[config.mk]
export PLATFORM = sky130hd
export DESIGN_NAME = game_flow_controller
export DESIGN_NICKNAME = d
export VERILOG_FILES = /design/src/rtl/game_flow_controller.sv
export SDC_FILE = /design/constraint.sdc
export NUM_CORES = 1
export LEC_CHECK = 0
export BUFFER_PORTS_ARGS = -buffer_cell sky130_fd_sc_hd__clkbuf_2
export CORE_MARGIN = 4
export CORE_UTILIZATION = 60
export DETAILED_ROUTE_END_ITERATION = 10
export PLACE_DENSITY = 0.86
export SLEW_MARGIN = 30
export SYNTH_ARGS = -nofsm -noshare
export SYNTH_HDL_FRONTEND = slang
export SYNTH_SLANG_ARGS = --single-unit
[constraint.sdc]
create_clock -name clk -period 13.76 [get_ports clk]
set_input_delay 1.376 -clock clk [delete_from_list [all_inputs] [get_ports clk]]
set_output_delay 1.376 -clock clk [all_outputs]
set_load 0.05 [all_outputs]
[src/rtl/game_flow_controller.sv]
// game_flow_controller: round sequencer for the lava game.
// Runs IDLE -> PLAY -> WIN/GAME_OVER -> IDLE. Counts coins into a saturating score,
// requests lava speed boosts every BOOST_STEP points (at most MAX_BOOSTS per round),
// and holds the end screen for HOLD_TICKS frames before a restart is accepted.
// Optional feature: define HIGH_SCORE_EN to keep a best-score register across rounds;
// without it high_score is tied to zero.
module game_flow_controller #(
  parameter int BOOST_STEP = 10,
  parameter int MAX_BOOSTS = 7,
  parameter int HOLD_TICKS = 120
) (
  input  logic        clk,
  input  logic        rst,
  input  logic        game_tick,
  input  logic        start_btn,
  input  logic        coin_pulse,
  input  logic        hit_lava_wall,
  input  logic        reached_goal,
  output logic [1:0]  state,
  output logic        freeze,
  output logic [15:0] score,
  output logic        speed_boost_pulse,
  output logic        restart_pulse,
  output logic [15:0] high_score
);

  typedef enum logic [1:0] {
    IDLE      = 2'b00,
    PLAY      = 2'b01,
    WIN       = 2'b10,
    GAME_OVER = 2'b11
  } state_t;

  localparam int HW = (HOLD_TICKS < 1) ? 1 : $clog2(HOLD_TICKS + 1);
  localparam int BW = (MAX_BOOSTS < 1) ? 1 : $clog2(MAX_BOOSTS + 1);
  localparam logic [HW-1:0] HOLD_MAX = HW'(HOLD_TICKS);

  state_t         state_q;
  logic           prev_start;
  logic           boost_pending;
  logic [HW-1:0]  hold_cnt;
  logic [BW-1:0]  boost_cnt;
  logic           start_rise;
  logic           end_round;
  logic           coin_take;
  logic           boost_hit;
  logic [15:0]    score_inc;

  // Button edge is measured between consecutive ticks, not consecutive clocks.
  assign start_rise = start_btn & ~prev_start;

  // A collision or goal on a PLAY tick ends the round; that tick's coin is discarded.
  assign end_round = game_tick & (state_q == PLAY) & (hit_lava_wall | reached_goal);
  assign coin_take = game_tick & (state_q == PLAY) & ~hit_lava_wall & ~reached_goal
                     & coin_pulse & (score != 16'hFFFF);
  assign score_inc = score + 16'd1;

  // Boosts already in flight (pending or on the wire) count against the round limit.
  assign boost_hit = coin_take && ((32'(score_inc) % BOOST_STEP) == 0) &&
                     ((int'(boost_cnt) + int'(boost_pending) + int'(speed_boost_pulse)) < MAX_BOOSTS);

  assign state  = state_q;
  assign freeze = state_q[1];

  // Round state machine, score, hold timer and the boost handshake toward the lava stage.
  always_ff @(posedge clk or negedge rst) begin
    if (!rst) begin
      state_q           <= IDLE;
      prev_start        <= 1'b1;
      score             <= 16'd0;
      hold_cnt          <= '0;
      boost_cnt         <= '0;
      boost_pending     <= 1'b0;
      speed_boost_pulse <= 1'b0;
      restart_pulse     <= 1'b0;
    end else begin
      restart_pulse <= 1'b0;
      boost_pending <= boost_hit;
      if (speed_boost_pulse && game_tick) begin
        speed_boost_pulse <= 1'b0;
        boost_cnt         <= boost_cnt + 1'b1;
      end else if (boost_pending && !end_round && state_q == PLAY) begin
        speed_boost_pulse <= 1'b1;
      end
      if (game_tick) begin
        prev_start <= start_btn;
        case (state_q)
          IDLE: begin
            if (start_rise) state_q <= PLAY;
          end
          PLAY: begin
            if (hit_lava_wall) begin
              state_q  <= GAME_OVER;
              hold_cnt <= '0;
            end else if (reached_goal) begin
              state_q  <= WIN;
              hold_cnt <= '0;
            end else if (coin_take) begin
              score <= score_inc;
            end
          end
          WIN, GAME_OVER: begin
            if (hold_cnt != HOLD_MAX) hold_cnt <= hold_cnt + 1'b1;
            if (hold_cnt == HOLD_MAX && start_rise) begin
              state_q       <= IDLE;
              score         <= 16'd0;
              boost_cnt     <= '0;
              hold_cnt      <= '0;
              restart_pulse <= 1'b1;
            end
          end
        endcase
      end
    end
  end

`ifdef HIGH_SCORE_EN
  logic [15:0] best_q;

  // Capture the round score as the new best when the round ends with a higher score.
  always_ff @(posedge clk or negedge rst) begin
    if (!rst) begin
      best_q <= 16'd0;
    end else if (end_round && score > best_q) begin
      best_q <= score;
    end
  end

  assign high_score = best_q;
`else
  assign high_score = 16'd0;
`endif

endmodule

==> results.py <==
metrics = {
    "run_status": {
        "outcome": "complete, no violations",
    },
    "sta": {
        "finalWorstSetupSlack_ns": 1.550,
        "slew_headroom_pct": 36.46,
        "tightest_slew_ns": 0.9463,
        "max_clock_freq_ghz": 0.08190,
        "hold_ws_ns": 0.5292,
        "maxSlewViolCount": 0,
        "fin_skew_ns": 0.008664,
        "period_minus_slack_ns": 12.21,
        "setup_tns_ns": 0,
        "hold_viol": 0,
        "setup_viol_count_final": 0,
        "rsz0062_at_grt": "no",
        "finalCritPeriodShare_pct": 88.73,
    },
    "synthesis": {
        "synth_edf_count": 0,
        "yosysTopAreaCell": "dfrtp_1",
        "synthesis.area_um2": 6349,
        "syn_area_per_cell_um2": 7.374,
        "ys_types": 106,
        "yosysWarnings": 0,
        "async_flop_share_pct": 100.0,
        "syn_inst": 861,
        "ys.flop_type": "dfrtp_1",
        "ys_ff_latch": 32,
        "ys_top_cells_by_area": "dfrtp_1, xnor2_1, nand2_1",
        "yosys-top-cells-count": "nand2_1, nor2_1, o21ai_0, a21oi_1, nor3_1",
        "seq_area_frac_synth_pct": 12.63,
        "synth.top_cell.area_share_pct": 12.22,
        "synth_most_common_cell": "nand2_1",
    },
    "worst_setup_path": {
        "cp_slowest_cell": "or4_1",
        "worst_setup_path_start_kind": "flip-flop",
        "r2r_slack_ns": 1.55,
        "critPathKind": "reg2reg",
        "critPathRequiredTime_ns": 13.96,
        "cpPeakStageDelay_ns": 0.83,
        "critical_path_arrival_ns": 12.41,
        "endpoint_kind": "flip-flop",
        "worst-path-max-fanout": 19,
    },
    "drt": {
        "vias_per_cell": 6.871,
        "first_pass_iters": 6,
        "post_drt_wl_per_cell_um": 17.73,
        "vias": 6892,
        "dr.first_iter.drc_count": 916,
        "drt-total-wl_mm": 17.78,
        "drc": 0,
        "antenna_left": 0,
    },
    "grt": {
        "grt_usage_pct": 27.42,
        "grt_pass1_wl_mm": 29.44,
        "antenna_found_initial": 0,
        "grt_max_degree": 33,
        "grt_pass1_vias": 6168,
        "grt_overflow_total": 0,
    },
    "floorplan": {
        "coreArea_um2": 10320,
        "die_h_um": 110.9,
        "boundaryPins": 44,
        "dieWidth_um": 110.9,
        "initial_core_util_pct": 61.50,
        "num_rows": 37,
        "die-area_um2": 12290,
    },
    "power_and_ir_drop": {
        "clkPwrFrac_pct": 27.0,
        "switching_share_pct": 39.37,
        "p_switching_w": 0.0001098,
        "max-vdd-ir-drop_uv": 113.1,
        "power.leakage_nw": 2.716,
        "combPwrFrac_pct": 27.4,
        "pwr_density_cell_nw_per_um2": 42.15,
        "p_int_w": 0.0001690,
        "seq_power_share_pct": 45.6,
    },
    "clocking": {
        "cts_sinks": 32,
        "h-tree-depth": 2,
        "hold_buffers": 0,
        "ctsRootBufferMaster": "clkbuf_8",
        "cts.path.max_buffers": 2,
        "clkLatencyLatePin_ns": 0.29,
        "post_cts_resized": 0,
        "cts-buffers-inserted": 5,
        "tritoncts": "built",
        "cts.clk_slew.worst_paths_ns": 0.07,
        "postCtsSetupBuffers": 0,
    },
    "cells_and_area": {
        "n_antenna_cell": 0,
        "areaGrowthSynthToFinish_pct": 4.198,
        "drive_gt1_share_pct": 14.53,
        "fill_cells": 930,
        "nNetsFinal": 882,
    },
    "placed_design": {
        "dp_hpwl_mm": 13.59,
        "place_congestion": 0.9661,
        "numPortBuffers": 27,
        "dpl_worst_slack_ns": 1.285,
    },
    "min_path": {
        "min_path_type": "reg2reg",
    },
    "flow_run": {
        "drv_cap": 0,
    },
}
-- layer usage --
| metal | share of wire (%) | routed length, µm | track usage, % | vias up |
|---|---|---|---|---|
| met2 | 47 | 8359 | 45.02 | 346 |
| met3 | 7.9 | 1412 | 2.948 | 40 |
| met5 | 0 | 0 | 0 | - |
| met1 | 43 | 7713 | 38.44 | 3197 |
| met4 | 1.7 | 299 | 6.897 | 0 |
| li1 | - | - | - | 3309 |
-- worst max-delay path, delay by kind of cell (launching register included) --
kind | cells | cell delay (ns)
compound gates | 14 | 4.44
xor+xnor | 1 | 0.39
fa+ha+maj | 1 | 0.39
flops | 1 | 0.58
mux | 2 | 0.75
simple gates | 16 | 5.53
-- stage by stage --
step	total power [W]	cells	util [%]	cell area, µm²
2_1_floorplan	0.0001893	876	-	6405
3_3_place_gp	0.0002029	995	62.94	6497
3_5_place_dp	0.0002039	995	62.94	6497
4_1_cts	0.0002799	1003	63.81	6588
5_1_grt	0.0002960	1003	64.08	6615
6_report	0.0002788	1003	64.08	6615
-- kinds of logic after synthesis --
logic type	after synthesis	synth area share [%]
buffers and inverters	69	5.538
other	1	0.05907
AOI/OAI and AO/OA	287	32.93
and+or+nand+nor	379	34.08
xor gates and xnor gates	62	9.263
DFF	32	12.63
muxes	20	3.291
adders and majority gates	11	2.207
-- sequential cells by signal (all words and copies together), names as in the netlist --
| name | count |
|---|---|
| state | 2 |
| restart_pulse | 1 |
| score | 16 |
| boost_cnt | 3 |
| prev_start | 1 |
| boost_pending | 1 |
| speed_boost_pulse | 1 |
| hold_cnt | 7 |
-- placed cells by master, fill, tap and decap left out, types with 6 or more instances in the layout --
cell type | synthesis | final
a211oi_1 | 12 | 12
a21oi_1 | 47 | 47
a31oi_1 | 18 | 18
and2_1 | 13 | 13
and3_1 | 17 | 17
buf_4 | 19 | 11
clkbuf_2 | 1 | 27
clkbuf_8 | 0 | 6
conb_1 | 1 | 16
dfrtp_1 | 31 | 31
ha_1 | 8 | 8
inv_1 | 13 | 13
mux2_2 | 7 | 7
mux2i_1 | 13 | 13
nand2_1 | 78 | 78
nand2b_1 | 7 | 7
nand3_1 | 34 | 34
nand4_1 | 27 | 27
nor2_1 | 77 | 77
nor2b_1 | 6 | 6
nor3_1 | 40 | 39
nor3_2 | 5 | 6
nor4_1 | 10 | 10
o211a_1 | 6 | 6
o211ai_1 | 13 | 13
o21a_1 | 7 | 7
o21ai_0 | 53 | 52
o21ai_1 | 14 | 14
o22ai_1 | 7 | 7
o31ai_1 | 14 | 14
or3_1 | 11 | 11
xnor2_1 | 36 | 34
xnor2_2 | 4 | 6
xor2_1 | 20 | 20
-- power by group through the flow --
stage | Combinational, W | Clock (W) | Sequential [W]
floorplan | 0.0000595 | 0 | 0.000130
global placement | 0.0000745 | 0 | 0.000128
detailed placement | 0.0000756 | 0 | 0.000128
CTS | 0.0000760 | 0.0000771 | 0.000127
global route | 0.0000831 | 0.0000822 | 0.000131
finish | 0.0000763 | 0.0000753 | 0.000127
-- layout make-up --
cell class	instances	area [µm²]	share of cell area (%)
repair buffers	38	217.7	3.291
inverters	14	52.55	0.7944
flip-flops and latches	32	802.0	12.12
clock buffers	8	90.09	1.362
well taps	136	170.2	2.572
multi-input cells	775	5283	79.86
-- worst paths after layout --
kind	startpoint	end	cells past startpoint
setup / recovery	score[7]	boost_pending	34
hold / removal	hold_cnt[3]	hold_cnt[3]	1
setup reg to reg	score[7]	boost_pending	34
hold reg to reg	hold_cnt[3]	hold_cnt[3]	1
max in group asynchronous	rst	score[15]	1
min in group asynchronous	rst	hold_cnt[4]	1
(Power assumes the default switching activity.)
